## src/rtl/csi_dphy_pkg.sv

```systemverilog
// Shared D-PHY definitions for the CSI transmit lane: sequencer states,
// LP line states and the HS sync byte.
package csi_dphy_pkg;

  typedef enum logic [2:0] {
    S_IDLE,
    S_LP01,
    S_LP00,
    S_HS_ZERO,
    S_SYNC,
    S_DATA,
    S_TRAIL,
    S_EXIT
  } hs_tx_state_t;

  // Encoded as {dp, dn}
  typedef enum logic [1:0] {
    LP00 = 2'b00,
    LP01 = 2'b01,
    LP11 = 2'b11
  } lp_state_t;

  localparam logic [7:0] C_HS_SYNC = 8'hB8;

  // Trail drives the inverse of the last line bit for the whole trail period
  function automatic logic [7:0] trail_byte(input logic last_bit);
    return {8{~last_bit}};
  endfunction

endpackage

```

## src/rtl/csi_seq_timer.sv

```systemverilog
// Loadable down-counter used for every HS entry/exit timing interval.
// done is high while the count sits at zero.
module csi_seq_timer #(
  parameter int P_CNT_W = 8
) (
  input  logic               clk,
  input  logic               rst,
  input  logic               load,
  input  logic [P_CNT_W-1:0] load_val,
  output logic               done
);

  logic [P_CNT_W-1:0] count;

  always_ff @(posedge clk) begin
    if (rst) begin
      count <= '0;
    end else if (load) begin
      count <= load_val;
    end else if (count != '0) begin
      count <= count - 1'b1;
    end
  end

  assign done = (count == '0);

endmodule

```

## src/rtl/csi_hs_tx_seq.sv

```systemverilog
// D-PHY data-lane HS burst sequencer: LP-11 -> LP-01 -> LP-00 -> HS-zero ->
// sync -> payload -> trail -> LP-11, with all entry/exit timing in byte clocks.
module csi_hs_tx_seq
  import csi_dphy_pkg::*;
#(
  parameter int P_T_LPX        = 2,
  parameter int P_T_HS_PREPARE = 3,
  parameter int P_T_HS_ZERO    = 5,
  parameter int P_T_HS_TRAIL   = 4,
  parameter int P_T_HS_EXIT    = 6,
  parameter int P_CNT_W        = 8
) (
  input  logic       clk,
  input  logic       rst,
  input  logic       tx_req,
  input  logic [7:0] s_data,
  input  logic       s_valid,
  input  logic       s_last,
  output logic       s_ready,
  output logic       busy,
  output logic       lp_dp,
  output logic       lp_dn,
  output logic       hs_en,
  output logic [7:0] hs_data,
  output logic       underflow
);

  localparam logic [P_CNT_W-1:0] C_LD_LPX     = P_CNT_W'(P_T_LPX - 1);
  localparam logic [P_CNT_W-1:0] C_LD_PREPARE = P_CNT_W'(P_T_HS_PREPARE - 1);
  localparam logic [P_CNT_W-1:0] C_LD_ZERO    = P_CNT_W'(P_T_HS_ZERO - 1);
  localparam logic [P_CNT_W-1:0] C_LD_TRAIL   = P_CNT_W'(P_T_HS_TRAIL - 1);
  localparam logic [P_CNT_W-1:0] C_LD_EXIT    = P_CNT_W'(P_T_HS_EXIT - 1);

  hs_tx_state_t       state;
  hs_tx_state_t       state_next;
  logic               tmr_load;
  logic [P_CNT_W-1:0] tmr_load_val;
  logic               tmr_done;
  logic               last_bit;
  logic               last_bit_next;

  lp_state_t          lp_q;
  lp_state_t          lp_d;
  logic               hs_en_d;
  logic [7:0]         hs_data_d;
  logic               busy_d;
  logic               underflow_d;

  csi_seq_timer #(
    .P_CNT_W (P_CNT_W)
  ) u_timer (
    .clk      (clk),
    .rst      (rst),
    .load     (tmr_load),
    .load_val (tmr_load_val),
    .done     (tmr_done)
  );

  always_ff @(posedge clk) begin
    if (rst) begin
      state    <= S_IDLE;
      last_bit <= 1'b1;
    end else begin
      state    <= state_next;
      last_bit <= last_bit_next;
    end
  end

  // Output values are decided from the current state and inputs, then
  // registered together, so an accepted byte leaves on the same output cycle
  // as the DATA state that took it.
  always_comb begin
    state_next    = state;
    tmr_load      = 1'b0;
    tmr_load_val  = '0;
    last_bit_next = last_bit;
    lp_d          = LP11;
    hs_en_d       = 1'b0;
    hs_data_d     = 8'h00;
    busy_d        = (state != S_IDLE);
    underflow_d   = 1'b0;

    unique case (state)
      S_IDLE: begin
        if (tx_req) begin
          state_next   = S_LP01;
          tmr_load     = 1'b1;
          tmr_load_val = C_LD_LPX;
        end
      end

      S_LP01: begin
        lp_d = LP01;
        if (tmr_done) begin
          state_next   = S_LP00;
          tmr_load     = 1'b1;
          tmr_load_val = C_LD_PREPARE;
        end
      end

      S_LP00: begin
        lp_d = LP00;
        if (tmr_done) begin
          state_next   = S_HS_ZERO;
          tmr_load     = 1'b1;
          tmr_load_val = C_LD_ZERO;
        end
      end

      S_HS_ZERO: begin
        lp_d    = LP00;
        hs_en_d = 1'b1;
        if (tmr_done) begin
          state_next   = S_SYNC;
          tmr_load     = 1'b1;
          tmr_load_val = '0;
        end
      end

      S_SYNC: begin
        lp_d          = LP00;
        hs_en_d       = 1'b1;
        hs_data_d     = C_HS_SYNC;
        last_bit_next = C_HS_SYNC[7];
        if (tmr_done) begin
          state_next   = S_DATA;
          tmr_load     = 1'b1;
          tmr_load_val = '0;
        end
      end

      // An empty cycle before s_last is an underflow: close the burst at once
      // with trail level taken from the last byte actually sent.
      S_DATA: begin
        lp_d    = LP00;
        hs_en_d = 1'b1;
        if (s_valid) begin
          hs_data_d     = s_data;
          last_bit_next = s_data[7];
          if (s_last) begin
            state_next   = S_TRAIL;
            tmr_load     = 1'b1;
            tmr_load_val = C_LD_TRAIL;
          end
        end else begin
          hs_data_d    = trail_byte(last_bit);
          underflow_d  = 1'b1;
          state_next   = S_TRAIL;
          tmr_load     = 1'b1;
          tmr_load_val = C_LD_TRAIL;
        end
      end

      S_TRAIL: begin
        lp_d      = LP00;
        hs_en_d   = 1'b1;
        hs_data_d = trail_byte(last_bit);
        if (tmr_done) begin
          state_next   = S_EXIT;
          tmr_load     = 1'b1;
          tmr_load_val = C_LD_EXIT;
        end
      end

      S_EXIT: begin
        if (tmr_done) begin
          state_next = S_IDLE;
        end
      end

      default: begin
        state_next = S_IDLE;
      end
    endcase
  end

  always_ff @(posedge clk) begin
    if (rst) begin
      lp_q      <= LP11;
      hs_en     <= 1'b0;
      hs_data   <= 8'h00;
      busy      <= 1'b0;
      underflow <= 1'b0;
      s_ready   <= 1'b0;
    end else begin
      lp_q      <= lp_d;
      hs_en     <= hs_en_d;
      hs_data   <= hs_data_d;
      busy      <= busy_d;
      underflow <= underflow_d;
      s_ready   <= (state_next == S_DATA);
    end
  end

  assign lp_dp = lp_q[1];
  assign lp_dn = lp_q[0];

endmodule

```

## config.mk

```make
export PLATFORM = sky130hd
export DESIGN_NAME = csi_hs_tx_seq
export DESIGN_NICKNAME = d
export VERILOG_FILES = /design/src/rtl/csi_dphy_pkg.sv /design/src/rtl/csi_seq_timer.sv /design/src/rtl/csi_hs_tx_seq.sv
export SDC_FILE = /design/constraint.sdc
export NUM_CORES = 1
export LEC_CHECK = 0
export ABC_AREA = 1
export CORE_MARGIN = 8
export CORE_UTILIZATION = 45
export DETAILED_ROUTE_END_ITERATION = 6
export PLACE_DENSITY = 0.72
export SLEW_MARGIN = 20
export SYNTH_ARGS = -nofsm -noshare
export SYNTH_HDL_FRONTEND = slang
export SYNTH_HIERARCHICAL = 1
export SYNTH_SLANG_ARGS = --single-unit
```

## constraint.sdc

```tcl
create_clock -name clk -period 3.4 [get_ports clk]
set_clock_uncertainty 0.05 [all_clocks]
set_input_delay 0.51 -clock clk [delete_from_list [all_inputs] [get_ports clk]]
set_output_delay 0.51 -clock clk [all_outputs]
set_load 0.05 [all_outputs]
```

Word level (Yosys, flattened, before mapping)
Index checks and enable logic that the tools add are counted.
{"block": "totals", "out_inout_bits": 14, "wordCells": 63, "inputBits": 13, "ff_bits": 26}
{"block": "classes", "reduce_logical": 11, "muxes": 31, "add_sub_neg": 1, "n_bitwise": 2, "n_eq_ne": 9}
{"operator": "one-hot mux 8 bit (5 select lines)", "n": 1}
{"operator": "two-way mux 3 bit", "n": 11}
{"operator": "two-way mux 8 bit", "n": 4}
{"operator": "one-hot mux 3 bit (8 select lines)", "n": 1}
{"operator": "one-hot mux 8 bit (3 select lines)", "n": 1}
{"operator": "== test 3 bit (second input constant)", "n": 5}
{"operator": "OR reduction 5 bit", "n": 2}
{"operator": "logical NOT 8 bit", "n": 1}
{"operator": "two-way mux 1 bit", "n": 8}
{"operator": "nonzero test 8 bit", "n": 1}
{"operator": "subtractor 8 x 1 -> 8 bit (second input constant)", "n": 1}
{"operator": "== test 3 x 2 -> 1 bit (second input constant)", "n": 2}
{"operator": "two-way mux 2 bit", "n": 2}
{"operator": "one-hot mux 2 bit (2 select lines)", "n": 1}
{"operator": "nonzero test 2 bit", "n": 2}
{"operator": "OR reduction 4 bit", "n": 1}
{"operator": "== test 3 x 1 -> 1 bit (second input constant)", "n": 1}
{"operator": "logical NOT 3 bit", "n": 1}
{"operator": "one-hot mux 1 bit (3 select lines)", "n": 1}
{"operator": "nonzero test 3 bit", "n": 1}
{"operator": "inequality test 2 bit (second input constant)", "n": 1}
{"operator": "inverter 1 bit", "n": 2}
{"operator": "one-hot mux 1 bit (2 select lines)", "n": 1}
{"operator": "AND reduction 2 bit", "n": 1}
{"operator": "OR reduction 2 bit", "n": 1}

Depth between registers and ports, before layout
{"block": "depth", "ltp_word": 4, "ltp_mapped": 12}

Cells and area by module
Netlist, hierarchy kept.
{"module": "csi_hs_tx_seq", "n_inst": 1, "area_each_um2": 814.5, "cells_each": 102}
{"module": "csi_seq_timer", "n_inst": 1, "area_each_um2": 473.0, "cells_each": 70}

Worst setup path before layout
No wires, ideal clock.
{"block": "synth_path", "path_kind": "register to register", "startpoint": "register u_timer.count[0]", "endpoint": "register u_timer.count[1]", "setup_time_ps": 113, "slack_ps": 1706, "required_time_ps": 3237, "path_buffers": 1, "arrival_time_ps": 1531, "stages_incl_launch_ff": 13, "path_cell_list": "dfxtp_1 -> inv_1 -> ha_1 -> nand2_2 -> nor2_8 -> nand3_1 -> nand3_1 -> buf_2 -> inv_2 -> nand2_2 -> inv_2 -> nor2_1 -> nor2_1"}
{"block": "synth_between", "elab_chain_cells": 4}
{"item": "from (decl)", "line_no": "csi_seq_timer.sv:13", "text": "logic [P_CNT_W-1:0] count;"}
{"item": "from (signal assigned)", "line_no": "csi_seq_timer.sv:19", "text": "count <= load_val;"}
{"item": "from (signal assigned)", "line_no": "csi_seq_timer.sv:21", "text": "count <= count - 1'b1;"}
{"item": "logical NOT 8 bit (*)", "line_no": "csi_seq_timer.sv:25", "text": "assign done = (count == '0);"}
{"item": "net tmr_done", "line_no": "csi_hs_tx_seq.sv:38", "text": "logic tmr_done;"}
{"item": "two-way mux 1 bit (*)"}
{"item": "one-hot mux 1 bit (3 select lines) (*)", "line_no": "csi_hs_tx_seq.sv:83", "text": "unique case (state)"}
{"item": "net tmr_load", "line_no": "csi_hs_tx_seq.sv:36", "text": "logic tmr_load;"}
{"item": "two-way mux 8 bit or nonzero test 2 bit (tied branches)"}
Mark *: on every way through the listed nets, which the timed path passes. The rest lies on a longest branch. The select of a mux whose other input is x is not followed.
A chain may end at the register's enable or synchronous reset.

Final worst setup path
{"block": "layout_path", "startpoint": "register hs_data[0]", "endpoint": "output port hs_data[0]"}
{"item": "from (decl)", "line_no": "csi_hs_tx_seq.sv:24", "text": "output logic [7:0] hs_data,"}
{"item": "from (signal assigned)", "line_no": "csi_hs_tx_seq.sv:188", "text": "hs_data <= hs_data_d;"}
No word-level cell between the ends.

==> metrics.txt <==
Routed WL=3040 um; TritonCTS clock tree=yes; row count=19; Yosys cell types=32; Post-Synthesis Cells=172; Pwr Density=about 510 nW/um2; layout cell share with drive strength beyond 1=0.139; Max Slew Vio Count=0; die width=69.5 um; vias in the first global route=1167; core outline area=2730 um2; Clk pin slew, worst setup/hold paths=0.14 ns; DP HPWL=2350 um; Min-Delay Path Class=reg -> reg; worst vdd ir=0.000365 V; drt initial violations=69; clock root buffer=clkbuf_4; Post-CTS Hold Fix Bufs=0; Fmax=about 0.49 GHz; Top delay family on crit path=buffers and inverters; Multi-input gate area=around 670 um2; WP buf/inv=1; number of max-cap violations=0; crit path time final=2.04 ns; Remaining DRCs=0; register area=about 520 um2; CP Data Required Time=2.84 ns; Leak=0.655 nW; Final Hold Fails=0; count of input and output buffers=26; starting density of the core=0.471; sequential fraction of the synthesis area=0.404; critical setup path kind=reg -> out; final cycle utilization of the critical path=0.601; wire per inst=around 13 um; die area=4830 um2; Via density=5.01; first drt pass iteration count=4; Vias=around 1200; Worst setup EP type=output port; CTS Buf Count=3; RePlAce Congestion=between 0.8 and 0.9; Routed Antenna Nets=0; worst relative slew slack=0.504; clock latency on the worst-skew pair=around 0.32 ns; initial antenna violation count=0; first-pass GRT wire length=~5200 um; largest net degree at the start of global routing=20; number of diodes=0; nets@finish=about 220; Synthesis Warnings=6; Cells after DPL=around 230; CP max FO=1; startpoint type of the worst setup path=flop; Seq cells post-synth=26; clock tree buffer depth=2; Setup-failing EPs final=0; worst path cell trace=clkdlybuf4s50_1; Synth-to-Final Area Change=24.2%; Setup TNS=0 ns; slew at the pin with the worst max-slew slack=around 0.74 ns; Mapped Area=1290 um2; flop2flop setup slack=~1.4 ns; # clock sinks=26; unrepaired setup endpoints after global routing=no; total grt overflow=0; Die Y=approximately 69 um; Syn Area/Cell=approximately 7.5 um2; Worst Path Arrival=1.48 ns; CP peak stage delay=0.81 ns; H-tree Lvls=1; top-level port count=27; post-route insts no fill=232; Total Routing Usage GR=0.127; post-cts resize count=0; CP max-delay cell=clkdlybuf4s50_1; fill count=250; status=completed; Post-CTS Setup Bufs=0
[final timing paths]
kind	startpoint	to	cells past startpoint
hold / removal	u_timer/count[0]	u_timer/count[0]	2
setup / recovery	hs_data[0]	hs_data[0]	1
hold reg to reg	u_timer/count[0]	u_timer/count[0]	2
setup reg to reg	u_timer/count[0]	u_timer/count[2]	10
[layout make-up]
class,instances,share of cell area
Multi-Input combinational cell,126,0.420
Sequential cell,26,0.326
Timing Repair Buffer,26,0.163
Inverter,19,0.0446
Tap cell,31,0.0243
Clock buffer,4,0.0227
[kinds of logic (layout without fill, tap and decap cells)]
logic type               after synthesis  after routing  share of synthesized area
flip-flops                            26             26                      0.404
adder cells (fa/ha/maj)                1              1                    0.00972
AND/OR/NAND/NOR                       83             83                      0.321
XOR/XNOR                               3              3                     0.0204
AO/OA/AOI/OAI                         34             34                      0.156
buffers and inverters                 24             49                     0.0855
other                                  1              5                    0.00291
[state kept, by name (all words and copies together) (netlist names)]
name           flops
hs_data            8
u_timer/count      8
state              3
lp_q               2
busy               1
hs_en              1
last_bit           1
s_ready            1
underflow          1
[power breakdown]
group / switching, mW / internal, mW
Clock: 0.0903 / 0.0655
Combinational: 0.184 / 0.111
Sequential: 0.0336 / 0.337
Total: 0.308 / 0.513
[cells in the mapped netlist (all sizes together)]
master,n,area share
or2,4,0.019
a31oi,1,0.0049
buf,4,0.027
inv,19,0.055
ha,1,0.0097
xor2,1,0.0068
nor2,27,0.10
o21ai,14,0.060
nand4,1,0.0049
nand3,11,0.056
xnor2,2,0.014
o211ai,3,0.017
dfxtp,26,0.40
a21oi,16,0.074
conb,1,0.0029
nor3,7,0.031
clkbuf,1,0.0029
nand2,33,0.10
[worst min-delay path, stage by stage (launching register included)]
cell	delay (ns)
dfxtp_1	0.35
nor2_1	0.10
nor3_1	0.05
[per-stage QoR]
step	worst slack [ns]	utilization	cell area (um2)	hold slack [ns]	power, mW
final	1.36	0.585	1600	0.470	0.821
after global routing	1.14	0.585	1600	0.514	0.880
after CTS	1.33	0.585	1600	0.474	0.827
after detailed placement	1.09	0.572	1560	0.453	0.665
after global placement	1.19	0.572	1560	0.442	0.654
after floorplan	1.71	-	1300	0.426	0.604
[layout by cell type, fill, tap and decap left out, types with 2 or more instances in the layout]
cell type	n
nand2_1	29
dfxtp_1	26
clkdlybuf4s50_1	26
nor2_1	21
a21oi_1	14
inv_1	12
nand3_1	9
o21ai_1	9
inv_2	7
nor3_1	6
conb_1	5
nor2_2	4
nand2_2	4
or2_0	4
o211ai_1	3
clkbuf_4	3
o21ai_0	3
o21ai_2	2
xnor2_1	2
[per-layer routing]
| layer | routed length, um | vias up | GRT usage | part of all wire |
|---|---|---|---|---|
| li1 | - | 612 | - | - |
| met1 | 1360 | 513 | 0.147 | 0.45 |
| met2 | 1420 | 34 | 0.207 | 0.47 |
| met3 | 228 | 4 | 0.0458 | 0.075 |
| met4 | 36 | 0 | 0.0478 | 0.012 |
| met5 | 0 | - | 0 | 0 |
(Power assumes the default switching activity.)
